===== src/rtl/opb_slave_if_pkg.sv =====
// opb_slave_if_pkg: FSM state encoding and default address window shared with the decoder map
package opb_slave_if_pkg;
  typedef enum logic [2:0] {
    IDLE    = 3'd0,
    WR      = 3'd1,
    RD      = 3'd2,
    ACK     = 3'd3,
    RECOVER = 3'd4
  } state_t;
  localparam logic [31:0] BASEADDR_DEF = 32'h8000_0000;
  localparam logic [31:0] HIGHADDR_DEF = 32'h800F_FFFF;
endpackage


===== src/rtl/opb_slave_if.sv =====
// opb_slave_if: qualifies OPB transfers in the peripheral window and turns them into registered decoder strobes
module opb_slave_if
  import opb_slave_if_pkg::*;
#(
  parameter logic [31:0] C_BASEADDR = BASEADDR_DEF,
  parameter logic [31:0] C_HIGHADDR = HIGHADDR_DEF,
  parameter int unsigned RD_WAIT    = 1
) (
  input  logic        OPB_CLK,
  input  logic        OPB_RST,
  input  logic        OPB_SELECT,
  input  logic        OPB_RNW,
  input  logic [31:0] OPB_ABUS,
  input  logic [3:0]  OPB_BE,
  input  logic [31:0] OPB_DBUS,
  output logic [31:0] SL_DBUS,
  output logic        SL_XFERACK,
  output logic        SL_ERRACK,
  output logic        SL_TOUTSUP,
  output logic        DEC_RE,
  output logic        DEC_WE,
  output logic [31:0] DEC_ADDR,
  output logic [31:0] DEC_DI,
  input  logic [31:0] DEC_DO
);
  state_t      r_state, w_next;
  logic [3:0]  r_cnt, w_cnt;
  logic        r_err, w_err, w_hit;
  logic [31:0] r_addr, r_di, r_dbus;
  logic        r_xack, r_erra, r_tout, r_re, r_we;
  assign w_hit = OPB_SELECT && OPB_ABUS >= C_BASEADDR && OPB_ABUS <= C_HIGHADDR;
  always_comb begin
    w_next = r_state;
    w_cnt  = r_cnt;
    w_err  = r_err;
    case (r_state)
      IDLE: if (w_hit) begin
        w_err  = OPB_BE != 4'hF;
        w_cnt  = 4'(RD_WAIT);
        w_next = w_err ? ACK : OPB_RNW ? RD : WR;
      end
      WR: w_next = OPB_SELECT ? ACK : IDLE;
      RD: begin
        w_next = !OPB_SELECT ? IDLE : r_cnt != 4'd0 ? RD : ACK;
        w_cnt  = (OPB_SELECT && r_cnt != 4'd0) ? r_cnt - 4'd1 : r_cnt;
      end
      ACK:     w_next = RECOVER;
      default: w_next = IDLE;
    endcase
  end
  // Outputs are decoded from the next state so every strobe and ack leaves a flop
  always_ff @(posedge OPB_CLK or posedge OPB_RST) begin
    if (OPB_RST) begin
      r_state <= IDLE;
      r_cnt   <= '0;
      r_err   <= 1'b0;
      r_addr  <= '0;
      r_di    <= '0;
      r_dbus  <= '0;
      r_xack  <= 1'b0;
      r_erra  <= 1'b0;
      r_tout  <= 1'b0;
      r_re    <= 1'b0;
      r_we    <= 1'b0;
    end else begin
      r_state <= w_next;
      r_cnt   <= w_cnt;
      r_err   <= w_err;
      if (r_state == IDLE && w_hit) begin
        r_addr <= OPB_ABUS - C_BASEADDR;
        r_di   <= OPB_DBUS;
      end
      r_dbus <= (r_state == RD && w_next == ACK) ? DEC_DO : '0;
      r_xack <= w_next == ACK;
      r_erra <= w_next == ACK && w_err;
      r_tout <= w_next == RD;
      r_re   <= w_next == RD;
      r_we   <= w_next == WR;
    end
  end
  assign SL_DBUS    = r_dbus;
  assign SL_XFERACK = r_xack;
  assign SL_ERRACK  = r_erra;
  assign SL_TOUTSUP = r_tout;
  assign DEC_RE     = r_re;
  assign DEC_WE     = r_we;
  assign DEC_ADDR   = r_addr;
  assign DEC_DI     = r_di;
endmodule


===== config.mk =====
export PLATFORM = sky130hd
export DESIGN_NAME = opb_slave_if
export DESIGN_NICKNAME = d
export VERILOG_FILES = /design/src/rtl/opb_slave_if_pkg.sv /design/src/rtl/opb_slave_if.sv
export SDC_FILE = /design/constraint.sdc
export NUM_CORES = 1
export LEC_CHECK = 0
export ABC_AREA = 1
export BUFFER_PORTS_ARGS = -buffer_cell sky130_fd_sc_hd__buf_2
export CORE_ASPECT_RATIO = 1.4
export CORE_MARGIN = 4
export CORE_UTILIZATION = 40
export DETAILED_ROUTE_END_ITERATION = 7
export PLACE_DENSITY_LB_ADDON = 0.2
export SYNTH_ARGS = -nofsm -noshare
export SYNTH_HDL_FRONTEND = slang
export SYNTH_SLANG_ARGS = --single-unit

===== constraint.sdc =====
create_clock -name OPB_CLK -period 3.2 [get_ports OPB_CLK]
set_clock_uncertainty 0.2 [all_clocks]
set_input_delay 0.48 -clock OPB_CLK [delete_from_list [all_inputs] [get_ports OPB_CLK]]
set_output_delay 0.48 -clock OPB_CLK [all_outputs]
set_load 0.01 [all_outputs]

==> results.cfg, run 1 <==
[global_routing]
gr-usage-all-layers_pct = 16.5
grt_pass1_vias = 3366
antenna_found_initial = 1
overflow = 0
grt_pass1_wl_um = 15600
grt_max_degree = 64

[routing]
drt_first_pass_iters = 4
wl_per_cell_um = 12.5
drt_iter0_markers = 117
vias_per_cell = 4.29
antenna_left = 0
drc = 0
route.vias.total = 3397
wirelength_um = 9880

[clock_tree]
cts.clk_slew.worst_paths_ns = 0.07
cts.path.max_buffers = 2
cts.repair.resized = 0
cts_buffers = 9
numClockSinks = 108
cts-root-buf = clkbuf_16
cts_hold_buf = 0
post_cts_buffers = 0
cts_tree = yes
htreeDepth = 3
clock_latency_ns = 0.33

[yosys]
synthArstFlopShare_pct = 100
synth.top_cell.area_share_pct = 64.9
synth_warnings = 0
synth_top_area_cell = dfrtp_1
synth_cell_types = 20
syn-num-nets = 552
syn_area_per_cell_um2 = 9.33
seq_area_frac_synth_pct = 64.9
synth_top_flop_cell = dfrtp_1
synth_area_leaders = dfrtp_1 (65%), nand2_1 (15%), inv_1 (5.2%)
synthCells = 446
synth_edf_count = 0
syn_area_um2 = 4160
synth_common_cells = nand2_1 (171), dfrtp_1 (108), inv_1 (58), nor2_1 (58), nand2_2 (12)
synth_seq_cells = 108
yosysMostFrequentCell = nand2_1

[finish]
utilization_pct = 55.3
drive_gt1_share_pct = 37.1
finalNetCount = 756
n_fill_cell = 950
ff_latch_area_um2 = 2700
areaGrowthSynthToFinish_pct = 33.7
multi_input_area_um2 = 1090

[sta]
max_clock_freq_ghz = 0.530
setup_viol = 0
drv_slew = 0
maxSlewHeadroom_pct = 45.5
rsz0062_at_grt = false
timing.setup.tns_ns = 0
period_share_pct = 59.0
worst_pin_slew_ns = 0.816
hold_violations = 0
holdWs_ns = 0.0896
period_needed_ns = 1.89

[status]
status = completed

[run]
drv_cap = 0

[worst_setup_path]
startpoint_type = flop
slowest_delay_ns = 0.49
timing.critical_path.to_type = flop
slowest_stage = buf_4
cp_cell_sequence = nor2_4 > nand2_2 > nor2_4 > nand2_2 > inv_2 > buf_4 > nand2_1 > nand2_1
r2r_cells = 8
crit_type = flop to flop
required_ns = 3.28
arrival_ns = 1.96
critPathMaxFanout = 63

[pwr]
p_leak_uw = 0.00359
vdd_ir_drop_max_uv = 267
total_power_uw = 2550
cellPowerDensity_nw_per_um2 = 457

[floorplan]
die_x_um = 94.2
start_util_pct = 41.4
die_h_um = 129
core-area_um2 = 10100
die_area_um2 = 12100
rows = 43
ios = 205

[place]
place_congestion = 0.800
port_buffers = 204
dp_hpwl_um = 7290

[worst_hold_path]
hp-class = input port to async pin
where the power goes:
part | switching [uW] | total, uW | internal (uW)
registers | 2.60 | 1370 | 1370
clock network | 477 | 1050 | 575
logic | 61.4 | 121 | 59.3
total | 541 | 2550 | 2000
registers in the layout, indices dropped and copies added, names as in the netlist:
signal and flops:
DEC_ADDR 32, DEC_DI 32, DEC_RE 1, DEC_WE 1, SL_DBUS 32, SL_ERRACK 1
SL_XFERACK 1, r_cnt 4, r_err 1, r_state 3
final timing paths:
check	start	end	slack, ns
setup reg to reg	r_state[0]	DEC_ADDR[4]	1.31
setup / recovery	r_state[0]	DEC_ADDR[4]	1.31
max in group asynchronous	OPB_RST	DEC_ADDR[6]	2.06
hold reg to reg	DEC_DI[6]	DEC_DI[6]	0.28
min in group OPB_CLK	OPB_DBUS[0]	DEC_DI[0]	0.14
hold / removal	OPB_RST	DEC_DI[11]	0.09
metrics by stage:
stage / cells / area (um2) / setup slack, ns
2_1_floorplan: 446 / 4170 / 1.22
3_3_place_gp: 774 / 5280 / 1.11
3_5_place_dp: 774 / 5280 / 1.11
4_1_cts: 790 / 5560 / 1.29
5_1_grt: 791 / 5570 / 1.13
6_report: 791 / 5570 / 1.31
area by class of cell:
class,instances,share of cell area (%)
Multi-Input combinational cell,263,19.7
Timing Repair Buffer,209,19.5
Antenna cell,1,0.0450
Tap cell,135,3.04
Clock inverter,4,0.562
Inverter,59,4.05
Clock buffer,12,4.61
Sequential cell,108,48.6
worst max-delay path: cells and delay by family (launching register included):
kind / cells / cell delay [ns]
simple gates: 6 / 0.65
flops: 1 / 0.42
buf+inv: 2 / 0.54
per-layer routing:
layer | routed length [um] | track usage (%) | vias to the layer above
met2 | 5100 | 27.6 | 143
met4 | 262 | 8.16 | 0
met3 | 773 | 4.44 | 21
met5 | 0 | 0 | -
li1 | - | - | 1701
met1 | 3740 | 19.4 | 1532
kinds of logic (layout without fill, tap and decap cells):
group | count (synthesis) | count (layout) | synth area share (%)
xor+xnor | 2 | 2 | 0.421
compound gates | 5 | 5 | 0.631
buf+inv | 75 | 284 | 8.78
other cells | 0 | 1 | 0
simple gates | 254 | 254 | 24.6
flops | 108 | 108 | 64.9
fa+ha+maj | 2 | 2 | 0.601
cell usage in the layout (no fill, tap or decap), drive strengths merged:
cell type,netlist,routed
xor2,1,1
inv,59,59
a31oi,1,1
nand3,6,6
clkinv,0,3
clkbuf,0,12
xnor2,1,1
buf,16,209
o21ai,4,4
diode,0,1
nor2,62,62
clkinvlp,0,1
ha,2,2
nand2,184,184
nand3b,2,2
dfrtp,108,108
No activity file was read; power rests on OpenSTA's default activity.
==> run 2: changes to the inputs <==
==> constraint.sdc (replaced) <==
create_clock -name OPB_CLK -period 1.7 [get_ports OPB_CLK]
set_clock_uncertainty 0.2 [all_clocks]
set_input_delay 0.255 -clock OPB_CLK [delete_from_list [all_inputs] [get_ports OPB_CLK]]
set_output_delay 0.255 -clock OPB_CLK [all_outputs]
set_load 0.01 [all_outputs]
==> results.cfg, run 2 (synthesis gave the netlist of run 1 again) <==
[global_routing]
gr-usage-all-layers_pct = 19.4
overflow = 0
grt_pass1_wl_um = 18200
antenna_found_initial = 0
grt_max_degree = 56
grt_pass1_vias = 3850

[floorplan]
ios = 205
rows = 43
start_util_pct = 41.4
core-area_um2 = 10100
die_area_um2 = 12100
die_x_um = 94.2
die_h_um = 129

[worst_setup_path]
cp_cell_sequence = nor2_4 > nand2_2 > nor2_4 > nand2_4 > buf_12 > nand2_4 > o21ai_0 > o21ai_0
required_ns = 1.76
startpoint_type = flop
slowest_stage = dfrtp_1
crit_type = flop to flop
slowest_delay_ns = 0.43
arrival_ns = 1.68
timing.critical_path.to_type = flop
critPathMaxFanout = 28

[finish]
drive_gt1_share_pct = 33.8
ff_latch_area_um2 = 2700
final_common_cell = buf_2
areaGrowthSynthToFinish_pct = 57.6
layout_common_cells = buf_2 (204), nand2_1 (170), dfrtp_1 (108), dlygate4sd3_1 (86), nor2_1 (58)
n_fill_cell = 811
multi_input_area_um2 = 1100
finalNetCount = 850

[worst_hold_path]
hp-class = input port to flop

[sta]
hold_violations = 0
timing.setup.tns_ns = 0
period_share_pct = 95.1
rsz0062_at_grt = false
setup_viol = 0
maxSlewHeadroom_pct = 72.8
worst_pin_slew_ns = 0.408
max_clock_freq_ghz = 0.619
drv_slew = 0
period_needed_ns = 1.62

[place]
place_congestion = 0.805
port_buffers = 204
dp_hpwl_um = 7450

[routing]
wirelength_um = 12100
drt_first_pass_iters = 5
drc = 0
wl_met2_um = 6490
vias_per_cell = 4.35
drt_iter0_markers = 138
wl_met3_um = 902
wl_per_cell_um = 13.7
top_layer_used = met4
antenna_left = 0
route.vias.total = 3848
wl_met1_um = 4430

[pwr]
cellPowerDensity_nw_per_um2 = 757
vdd_ir_drop_max_uv = 583
p_leak_uw = 0.00403
total_power_uw = 4960

[clock_tree]
cts_buffers = 9
clock_latency_ns = 0.34
cts-root-buf = clkbuf_16
cts.path.max_buffers = 2
htreeDepth = 3
cts_tree = yes
numClockSinks = 108
cts.clk_slew.worst_paths_ns = 0.07

[run]
drv_cap = 0

[status]
status = completed
run 2: worst paths after layout:
kind	slack (ns)	depth (start not counted)	to	from
worst max-delay path	0.08	8	r_cnt[0]	r_state[2]
worst min-delay path	0.09	4	r_state[0]	OPB_RNW
worst max register to register	0.08	8	r_cnt[0]	r_state[2]
worst min register to register	0.28	2	DEC_DI[21]	DEC_DI[21]
max in group asynchronous	0.55	4	DEC_ADDR[21]	OPB_RST
min in group asynchronous	0.37	4	DEC_ADDR[5]	OPB_RST
run 2: per-stage QoR:
| stage | std cells | hold slack (ns) | instance area (um2) | setup slack (ns) | utilization, % |
|---|---|---|---|---|---|
| CTS | 879 | 0.0811 | 6470 | 0.0371 | 64.3 |
| finish | 885 | 0.0913 | 6560 | 0.0840 | 65.2 |
| floorplan | 446 | 0.158 | 4170 | -0.0565 | - |
| detailed placement | 777 | 0.168 | 5320 | 0.0468 | 52.9 |
| global route | 884 | 0.114 | 6560 | 0.00244 | 65.2 |
| global placement | 777 | 0.154 | 5320 | 0.112 | 52.9 |
run 2: power by group:
group          internal, uW  switching (uW)
sequential             2580            5.07
clock                  1020             974
combinational           240             152
total                  3830            1130
run 2: what timing repair did:
action,in CTS,in global routing
setup buffers,0,3
hold buffers,86,0
endpoints found under the hold margin,193,0
gates resized for setup,0,5
setup endpoints to repair,0,44
run 2: area by class of cell:
cell class	instances	area share, %
tap	135	2.58
timing repair buffer	303	31.6
sequential	108	41.2
inverter	59	3.47
clock buffer	9	3.43
clock inverter	7	0.878
antenna	1	0.0382
multi-input combinational	263	16.8
run 2: layer usage:
metal	track usage, %	vias to the layer above
met2	34.9	163
met1	21.5	1768
met4	8.42	0
met3	4.56	25
li1	-	1892
met5	0	-
run 2: critical path, delay by kind of cell (launching register included):
kind / cells / cell delay (ns)
AND/OR/NAND/NOR: 5 / 0.58
flip-flops: 1 / 0.43
buffers and inverters: 1 / 0.18
AO/OA/AOI/OAI: 2 / 0.15
